File: src/rtl/flash_pkg.sv
// rtl/flash_pkg.sv - shared SPI flash opcodes, arbiter state encoding and byte-order helper.
// Also imported by the ibus-side flash reset sequencer.
package flash_pkg;

   localparam logic [7:0] SPI_READ      = 8'h03;
   localparam logic [7:0] SPI_RESET_EN  = 8'h66;
   localparam logic [7:0] SPI_RESET_REQ = 8'h99;

   typedef enum logic [1:0] {
      ST_IDLE  = 2'd0,
      ST_ISSUE = 2'd1,
      ST_BUSY  = 2'd2,
      ST_DONE  = 2'd3
   } arb_state_t;

   // spi_tx returns the first flash byte in [31:24]; the CPU expects it in [7:0].
   function automatic logic [31:0] byte_swap32(input logic [31:0] w);
      return {w[7:0], w[15:8], w[23:16], w[31:24]};
   endfunction

endpackage

File: src/rtl/flash_arbiter_rr_arb2.sv
// rtl/flash_arbiter_rr_arb2.sv - two-requester picker, round-robin or fixed m1 priority.
// last: 0 = m0 was granted most recently, 1 = m1. grant is one-hot, bit 0 = m0.
module rr_arb2 (
   input  logic [1:0] req,
   input  logic       last,
   input  logic       prio,
   output logic [1:0] grant
);

   always_comb begin
      grant = 2'b00;
      case (req)
         2'b01:   grant = 2'b01;
         2'b10:   grant = 2'b10;
         2'b11:   grant = (prio || !last) ? 2'b10 : 2'b01;
         default: grant = 2'b00;
      endcase
   end

endmodule

File: src/rtl/flash_arbiter.sv
// rtl/flash_arbiter.sv - shares one SPI flash read engine between the ibus (m0) and dbus (m1).
// Serialises reads, byte-swaps returned words, and absorbs masters that abandon a cycle.
module flash_arbiter
   import flash_pkg::*;
#(
   parameter logic [23:0] FLASH_BASE = 24'h100000,
   parameter bit          M1_PRIO    = 1'b0
) (
   input  logic        wb_clk,
   input  logic        wb_rst,
   input  logic [31:0] m0_adr,
   input  logic        m0_cyc,
   output logic        m0_ack,
   output logic [31:0] m0_rdt,
   input  logic [31:0] m1_adr,
   input  logic        m1_cyc,
   output logic        m1_ack,
   output logic [31:0] m1_rdt,
   output logic        spi_req,
   output logic [23:0] spi_addr,
   output logic [7:0]  spi_code,
   output logic        spi_tx_addr,
   output logic        spi_no_read,
   input  logic [31:0] spi_rdata,
   input  logic        spi_ready
);

   arb_state_t  state_q, state_d;
   logic        owner_q;      // 0 = m0, 1 = m1; also serves as last_grant
   logic [1:0]  pick;
   logic        take;
   logic        capture;
   logic [31:0] data_q;
   logic        spi_req_q;
   logic [23:0] spi_addr_q;
   logic        unused_bits;

   rr_arb2 u_arb (
      .req   ({m1_cyc, m0_cyc}),
      .last  (owner_q),
      .prio  (M1_PRIO),
      .grant (pick)
   );

   always_comb begin
      state_d = state_q;
      take    = 1'b0;
      capture = 1'b0;
      case (state_q)
         ST_IDLE: begin
            // spi_ready also gates the first issue after a reset that hit mid-transfer
            if (spi_ready && (m0_cyc || m1_cyc)) begin
               take    = 1'b1;
               state_d = ST_ISSUE;
            end
         end
         ST_ISSUE: state_d = ST_BUSY;
         ST_BUSY: begin
            if (spi_ready) begin
               capture = 1'b1;
               state_d = ST_DONE;
            end
         end
         ST_DONE:  state_d = ST_IDLE;
         default:  state_d = ST_IDLE;
      endcase
   end

   always_ff @(posedge wb_clk or posedge wb_rst) begin
      if (wb_rst) begin
         state_q    <= ST_IDLE;
         owner_q    <= 1'b1;
         data_q     <= '0;
         spi_req_q  <= 1'b0;
         spi_addr_q <= '0;
      end else begin
         state_q   <= state_d;
         spi_req_q <= take;
         if (take) begin
            owner_q    <= pick[1];
            spi_addr_q <= (pick[1] ? m1_adr[23:0] : m0_adr[23:0]) | FLASH_BASE;
         end
         if (capture) begin
            data_q <= byte_swap32(spi_rdata);
         end
      end
   end

   // An abandoned cycle simply finds its cyc low in DONE and gets no ack.
   assign m0_ack = (state_q == ST_DONE) && !owner_q && m0_cyc;
   assign m1_ack = (state_q == ST_DONE) &&  owner_q && m1_cyc;
   assign m0_rdt = m0_ack ? data_q : 32'h0;
   assign m1_rdt = m1_ack ? data_q : 32'h0;

   assign spi_req     = spi_req_q;
   assign spi_addr    = spi_addr_q;
   assign spi_code    = SPI_READ;
   assign spi_tx_addr = 1'b1;
   assign spi_no_read = 1'b0;

   assign unused_bits = ^{m0_adr[31:24], m1_adr[31:24], pick[0]};

endmodule

File: config.mk
export PLATFORM = sky130hd
export DESIGN_NAME = flash_arbiter
export DESIGN_NICKNAME = d
export VERILOG_FILES = /design/src/rtl/flash_pkg.sv /design/src/rtl/flash_arbiter_rr_arb2.sv /design/src/rtl/flash_arbiter.sv
export SDC_FILE = /design/constraint.sdc
export NUM_CORES = 1
export LEC_CHECK = 0
export CAP_MARGIN = 5
export CORE_MARGIN = 2
export CORE_UTILIZATION = 33
export DETAILED_ROUTE_END_ITERATION = 10
export MAX_ROUTING_LAYER = met4
export PLACE_DENSITY = 0.78
export SLEW_MARGIN = 40
export SYNTH_ARGS = -nofsm -noshare
export SYNTH_HDL_FRONTEND = slang
export SYNTH_SLANG_ARGS = --single-unit
File: constraint.sdc
create_clock -name wb_clk -period 1.72 [get_ports wb_clk]
set_input_delay 0.172 -clock wb_clk [delete_from_list [all_inputs] [get_ports wb_clk]]
set_output_delay 0.172 -clock wb_clk [all_outputs]
set_load 0.005 [all_outputs]
* Word-level counts from Yosys, hierarchy flattened
Index checks and enable logic that the tools add are counted.
** Word-level totals
- Register bits :: 60
- Word-level logic and storage cells :: 34
** Cells by class
- Equal/unequal tests :: 8
- Multiplexer cells :: 12
- Reduce and logical (&&, ||, !) cells :: 9
** Operators with widths (count)
- two-way mux 32 bit :: 2
- two-way mux 24 bit :: 1
- equality test 2 bit, second input constant :: 4
- one-hot mux 2 bit (4 select lines) :: 1
- two-way mux 2 bit :: 3
- one-hot mux 2 bit (3 select lines) :: 1
- logical AND 1 bit :: 5
- equality test 2 x 1 -> 1 bit, second input constant :: 2
- two-way mux 1 bit :: 4
- inequality test 2 bit, second input constant :: 2
- logical NOT 2 bit :: 1
- AND reduction 2 bit :: 1
- logical NOT 1 bit :: 1
- logical OR 1 bit :: 1

* Longest topological paths before layout
Gate-level depths: netlist (run 1).
- Depth after elaboration :: 4
- Depth in mapped cells :: 6
- Depth with buffers taken out :: 5

* Modules after synthesis
Synthesis (run 1) repeated with hierarchy kept, for this count alone.
** Second synthesis, totals
- Cell total of the unflattened synthesis :: 276
- Area, all modules :: 3036.7 sq um
** By module, submodules not included
- flash_arbiter :: times used 1, cells each 272, area an instance 3006.6 sq um
- rr_arb2 :: times used 1, cells each 4, area an instance 30.0 sq um

* Least setup slack after synthesis (run 1)
No wires, ideal clock.
- Path type :: register to register
- From :: reg state_q[0]
- To :: reg data_q[0]
- Library setup time :: 0.125 ns
- Arrival time :: 1.293 ns
- Path slack :: 0.302 ns
- Cell stages (with the launch flop) :: 6
- Period minus slack after synthesis :: 1.418 ns
- Cell sequence :: dfrtp_1 > inv_1 > ha_1 > nand2_1 > buf_2 > mux2_2
** On the way
- Longest elaborated chain between the ends :: 2
** Ends and longest elaborated chain
- from (decl) :: RTL line flash_arbiter.sv:28 : arb_state_t state_q, state_d;
- from (signal assigned) :: RTL line flash_arbiter.sv:77 : state_q <= state_d;
- equality test 2 bit :: RTL line flash_arbiter.sv:49 : case (state_q)
- two-way mux 1 bit :: RTL line flash_arbiter.sv:49
- to (signal assigned) :: RTL line flash_arbiter.sv:84 : data_q <= byte_swap32(spi_rdata);
- to (decl) :: RTL line flash_arbiter.sv:33 : logic [31:0] data_q;
No other way between the ends.
A chain may end at the register's enable or synchronous reset.

* Worst setup path in the final report (run 1)
- From :: reg state_q[1]
- To :: out m0_rdt[28]
** On the way
- Longest elaborated chain between the ends :: 4
** Ends and longest elaborated chain
- equality test 2 bit :: RTL line flash_arbiter.sv:90 : assign m0_ack = (state_q == ST_DONE) && !owner_q && m0_cyc;
- logical AND 1 bit (2 in a row) :: RTL line flash_arbiter.sv:90
- two-way mux 32 bit :: RTL line flash_arbiter.sv:92 : assign m0_rdt = m0_ack ? data_q : 32'h0;
- to (decl) :: RTL line flash_arbiter.sv:14 : output logic [31:0] m0_rdt,
No other way between the ends.

==> results.sh, run 1 <==
export IMPL_hold_path_class="primary input to asynchronous set/reset pin"
export IMPL_critPathCaptureType="output port"
export IMPL_synth_top_area_frac=0.4666
export IMPL_rows=35
export IMPL_path_max_fanout=7
export IMPL_setup_tns_ps=-275.6
export IMPL_clk_latency_ps=330
export IMPL_syn_area_um2=3164
export IMPL_synth_edf_count=0
export IMPL_r2r_slack_ps=50
export IMPL_max_freq_mhz=573.0
export IMPL_drc=0
export IMPL_synth_area_leaders="dfrtp_1 47%, and2_1 13%, mux2_2 12%"
export IMPL_core_um2=9284
export IMPL_setup_slack_ps=-25.27
export IMPL_p_leak_nw=2.543
export IMPL_yosys_top_cells_count="64 x and2_1, 59 x dfrtp_1, 48 x nand2_1, 34 x mux2_2, 23 x nor2_1"
export IMPL_die_area_um2=10390
export IMPL_cts_root_buf="clkbuf_8"
export IMPL_ant_nets=0
export IMPL_async_flop_share=1.000
export IMPL_grt_first_pass_wirelength_mm=13.87
export IMPL_cap_violations=0
export IMPL_ctsHoldBuffers=0
export IMPL_grt_ovfl_total=0
export IMPL_final_nets=595
export IMPL_synth_ff_type="dfrtp_1"
export IMPL_drive_above_1_share=0.4516
export IMPL_cts_made_buffers=9
export IMPL_place_hpwl_mm=6.058
export IMPL_vias=2868
export IMPL_synthAdderAreaFrac=0.01186
export IMPL_antenna_found_initial=0
export IMPL_worst_setup_path_start_kind="flop"
export IMPL_wl_per_cell_um=15.27
export IMPL_violations="negative setup slack"
export IMPL_io_buffers=173
export IMPL_cp_slowest_stage_delay_ps=390
export IMPL_synth_cell_types=26
export IMPL_finalCritPeriodShare=1.015
export IMPL_crit_chain="ha_4 > nand2_4 > nor2_4 > buf_6 > buf_8 > and2_1 > buf_2"
export IMPL_final_util=0.6154
export IMPL_synthesis_instances=298
export IMPL_path_class="flop to output port"
export IMPL_worstPathRequired_ps=1550
export IMPL_pre_cts_ws_ps=-159.6
export IMPL_routabilityCongestion=0.7634
export IMPL_endpoint="m0_rdt[28]"
export IMPL_ir_drop_mv=0.5374
export IMPL_reg2reg_depth=6
export IMPL_synth_top_family_by_area="simple AND/OR/NAND/NOR gates"
export IMPL_h_tree_depth=3
export IMPL_cts_tree="done"
export IMPL_cts_sink_count=60
export IMPL_yosysWarnings=0
export IMPL_cts_max_path_buffers=2
export IMPL_hold_viol_final=0
export IMPL_wirelength_mm=9.543
export IMPL_die_h_um=101.9
export IMPL_seq_area_frac_synth=0.4749
export IMPL_fillCellCount=757
export IMPL_synth_compound_area_frac=0.1056
export IMPL_initial_core_util=0.3408
export IMPL_setup_viol=21
export IMPL_rsz0062_at_grt="true"
export IMPL_grt_util_all_layers=0.1784
export IMPL_grt_pass1_vias=2899
export IMPL_synth_xor_area_frac=0
export IMPL_reg2reg_from="state_q[1]"
export IMPL_area_growth_pct=80.55
export IMPL_finalPower_mw=7.588
export IMPL_clk_pin_slew_ps=70
export IMPL_avgSynthCellArea_um2=10.62
export IMPL_whs_ps=221.0
export IMPL_cp_slowest_cell="dfrtp_1"
export IMPL_drt_iter0_markers=45
export IMPL_final_max_slew_violation_count=0
export IMPL_yosys_register_bits=60
export IMPL_diodes=0
export IMPL_power_density_nw_per_um2=1328
export IMPL_ios=202
export IMPL_first_pass_iters=4
export IMPL_yosys_area_top_type="dfrtp_1"
export IMPL_synthSimpleGateAreaFrac=0.2187
export IMPL_outcome="finished, violations left"
export IMPL_yosys_cell_count_top_type="and2_1"
export IMPL_crit_arrival_ps=1570
export IMPL_synthMuxAreaShare=0.1210
export IMPL_viasPerCell=4.589
export IMPL_grt_max_degree=61
export IMPL_rr_endpoint="data_q[21]"
export IMPL_finalCriticalPeriod_ps=1745
export IMPL_skew_ps=8.530
export IMPL_die_x_um=101.9
export IMPL_startpoint="state_q[1]"
[sequential cells by signal, indices dropped and copies added (netlist names)]
name	count
data_q	32
owner_q	1
spi_addr	24
spi_req	1
state_q	2
[cell families after synthesis]
family / Yosys count
AOI/OAI and AO/OA: 29
DFF: 60
and+or+nand+nor: 139
buffers and inverters: 31
adders and majority gates: 3
muxes: 34
other: 2
[what timing repair did]
action | 4_1_cts | 5_1_grt
cloned | 5 | 4
pin swaps | 28 | 12
setup endpoints to repair | 66 | 85
hold endpoints to repair | 0 | 0
gates resized for setup | 311 | 79
setup buffers | 9 | 4
[per-stage QoR]
step	instance area, um2	cells
finish	5713	625
global route	5713	625
CTS	5466	622
detailed placement	5056	592
global placement	5056	592
floorplan	3194	306
[final cells by class]
cell class / count / area, um2 / area share
Clock buffer: 12 / 145.1 / 0.02541
Clock inverter: 4 / 72.57 / 0.01270
Inverter: 3 / 11.26 / 0.001971
Multi-Input combinational cell: 215 / 1663 / 0.2911
Sequential cell: 60 / 1503 / 0.2630
Tap cell: 129 / 161.4 / 0.02825
Timing Repair Buffer: 202 / 2157 / 0.3776
[worst min path at each step]
stage                 start           end  slack, ps  depth (start not counted)
3_5_place_dp   spi_addr[20]  spi_addr[20]        460                          1
4_1_cts              wb_rst   spi_addr[0]        210                          3
5_1_grt              wb_rst   spi_addr[0]        250                          3
3_3_place_gp   spi_addr[20]  spi_addr[20]        450                          1
2_1_floorplan    m0_adr[19]  spi_addr[19]        320                          2
6_report             wb_rst   spi_addr[0]        220                          3
[report_power, final]
| group | total, mW | switching [mW] | internal [mW] |
|---|---|---|---|
| Clock | 1.39 | 0.538 | 0.854 |
| Sequential | 2.62 | 0.493 | 2.13 |
| Combinational | 3.57 | 1.30 | 2.27 |
[per-layer routing]
layer  global-route usage  vias to the layer above  part of all wire
met5                    -                        -                 0
met4              0.05026                        0            0.0078
li1                     -                     1347                 -
met1               0.1976                     1383              0.39
met2               0.3133                      129              0.53
met3              0.05130                        9             0.071
[cell usage in the layout, fill, tap and decap left out, types with 2 or more instances in the layout]
master	n
buf_12	5
conb_1	10
and2_4	49
buf_8	5
bufinv_16	2
nand2_4	2
clkbuf_16	4
nor2_1	23
buf_16	2
buf_4	9
clkdlybuf4s50_1	107
nand2_1	46
a31oi_1	4
inv_1	2
ha_4	2
dfrtp_1	59
a31oi_2	19
and2_1	15
buf_2	15
buf_6	54
clkbuf_8	10
mux2_2	34
clkbuf_1	2
[worst max-delay path, delay by kind of cell (launching register included)]
kind,cells,cell delay [ps]
buffers and inverters,3,400
flip-flops,1,390
AND/OR/NAND/NOR,3,280
adder cells (fa/ha/maj),1,170
Note: power is estimated with default switching activity, not from simulation.
==> run 2, diff against run 1 <==
Settings changed: CAP_MARGIN 5 to 15.
==> results of run 2 <==
The final DEF is identical to that of run 1; final timing and power are the same.
==> run 3, diff against run 2 <==
Settings changed: PLACE_DENSITY 0.78 to 0.79, SYNTH_HIERARCHICAL set to 1.
==> results.sh, run 3 <==
export IMPL_outcome="finished, violations left"
export IMPL_violations="negative setup slack"
export IMPL_initial_core_util=0.3440
export IMPL_hold_viol_final=0
export IMPL_drive_above_1_share=0.4121
export IMPL_grtUsageMet3=0.02994
export IMPL_reg2reg_depth=8
export IMPL_grtUsageMet1=0.2208
export IMPL_cts_sink_count=60
export IMPL_whs_ps=199.4
export IMPL_worstPathRequired_ps=1550
export IMPL_final_nets=578
export IMPL_clk_latency_ps=330
export IMPL_grt_pass1_vias=2762
export IMPL_core_um2=8806
export IMPL_h_tree_depth=3
export IMPL_finalCriticalPeriod_ps=1892
export IMPL_dpl_instance_area_um2=4925
export IMPL_r2r_slack_ps=30
export IMPL_antenna_found_initial=0
export IMPL_p_leak_nw=2.713
export IMPL_crit_arrival_ps=1720
export IMPL_rows=34
export IMPL_hold_path_class="primary input to asynchronous set/reset pin"
export IMPL_cts_tree="done"
export IMPL_grtUsageMet2=0.3176
export IMPL_path_max_fanout=4
export IMPL_ctsHoldBuffers=0
export IMPL_top_register="data_q"
export IMPL_die_h_um=99.81
export IMPL_ios=202
export IMPL_grt_ovfl_total=0
export IMPL_largest_register_ffs=32
export IMPL_drt_iter0_markers=56
export IMPL_grt_busiest_layer="met2"
export IMPL_finalPower_mw=7.439
export IMPL_io_buffers=173
export IMPL_viasPerCell=4.683
export IMPL_cts_made_buffers=9
export IMPL_path_class="flop to output port"
export IMPL_cts_root_buf="clkbuf_8"
export IMPL_first_pass_iters=4
export IMPL_final_common_cell="clkdlybuf4s50_1"
export IMPL_place_inst=548
export IMPL_grt_util_all_layers=0.1853
export IMPL_pre_cts_ws_ps=-162.5
export IMPL_finalCritPeriodShare=1.100
export IMPL_avgSynthCellArea_um2=11.02
export IMPL_syn_area_um2=3029
export IMPL_die_area_um2=9962
export IMPL_wl_per_cell_um=16.74
export IMPL_critPathCaptureType="output port"
export IMPL_final_cell_count_no_fill=586
export IMPL_final_max_slew_violation_count=0
export IMPL_place_hpwl_mm=5.774
export IMPL_stdcell_area_um2=5738
export IMPL_yosysWarnings=6
export IMPL_rr_endpoint="data_q[5]"
export IMPL_rsz0062_at_grt="true"
export IMPL_vias=2744
export IMPL_reg2reg_from="state_q[0]"
export IMPL_diodes=0
export IMPL_wirelength_mm=9.809
export IMPL_grt_first_pass_wirelength_mm=13.94
export IMPL_layout_common_cells="107 x clkdlybuf4s50_1, 60 x buf_6, 59 x dfrtp_1"
export IMPL_worst_setup_path_start_kind="flop"
export IMPL_setup_viol=66
export IMPL_clk_pin_slew_ps=70
export IMPL_area_growth_pct=89.43
export IMPL_grt_max_degree=61
export IMPL_routabilityCongestion=0.7074
export IMPL_drc=0
export IMPL_cts_max_path_buffers=2
export IMPL_ant_nets=0
export IMPL_power_density_nw_per_um2=1296
export IMPL_max_freq_mhz=528.4
export IMPL_ir_drop_mv=0.6089
export IMPL_skew_ps=9.747
export IMPL_setup_slack_ps=-172.5
export IMPL_synthesis_instances=275
export IMPL_cap_violations=0
export IMPL_die_x_um=99.81
-- run 3: critical path: stages, from the launching register on --
cell	delay [ps]
dfrtp_1	390
ha_2	200
and3_4	180
buf_6	130
buf_12	120
buf_12	120
and2_4	150
buf_6	110
-- run 3: layout make-up --
type / instances / area, um2
clock buffers: 11 / 151.4
clock inverters: 4 / 72.57
fillers: 695 / 3068
inverters: 5 / 23.77
multi-input cells: 192 / 1639
flip-flops and latches: 60 / 1503
well taps: 108 / 135.1
repair buffers: 206 / 2213
-- run 3: report_power, final --
part	leakage [nW]	internal (mW)	switching [mW]	total, mW
Sequential	0.723	2.10	0.510	2.61
Combinational	1.88	2.20	1.21	3.41
Clock	0.111	0.884	0.533	1.42
-- run 3: worst max path at each step --
stage	endpoint	cells past startpoint	slack [ps]	startpoint
6_report	m1_rdt[4]	7	-170	state_q[0]
2_1_floorplan	data_q[0]	1	60	wb_rst
5_1_grt	m1_rdt[4]	7	-230	state_q[0]
4_1_cts	m0_rdt[15]	6	-240	state_q[1]
3_3_place_gp	m1_rdt[8]	5	-120	m1_cyc
3_5_place_dp	m0_rdt[28]	5	-160	m0_cyc
-- run 3: through the flow --
stage                     utilization  setup TNS [ps]
after floorplan                     -               0
after global placement         0.5593           -6429
after detailed placement       0.5593           -7791
after CTS                      0.6184           -9042
after global routing           0.6516           -8072
final                          0.6516           -4076
-- run 3: timing repair --
action / in CTS / in global routing
hold endpoints to repair: 0 / 0
pin swaps: 26 / 6
endpoints found under the setup margin: 66 / 100
resized for setup: 301 / 102
gates cloned: 6 / 6
setup buffers: 11 / 5
-- run 3: layer usage --
| layer | routed length, um | up-vias |
|---|---|---|
| met5 | 0 | - |
| met4 | 65 | 0 |
| met3 | 547 | 9 |
| met2 | 5132 | 127 |
| met1 | 4063 | 1323 |
| li1 | - | 1285 |
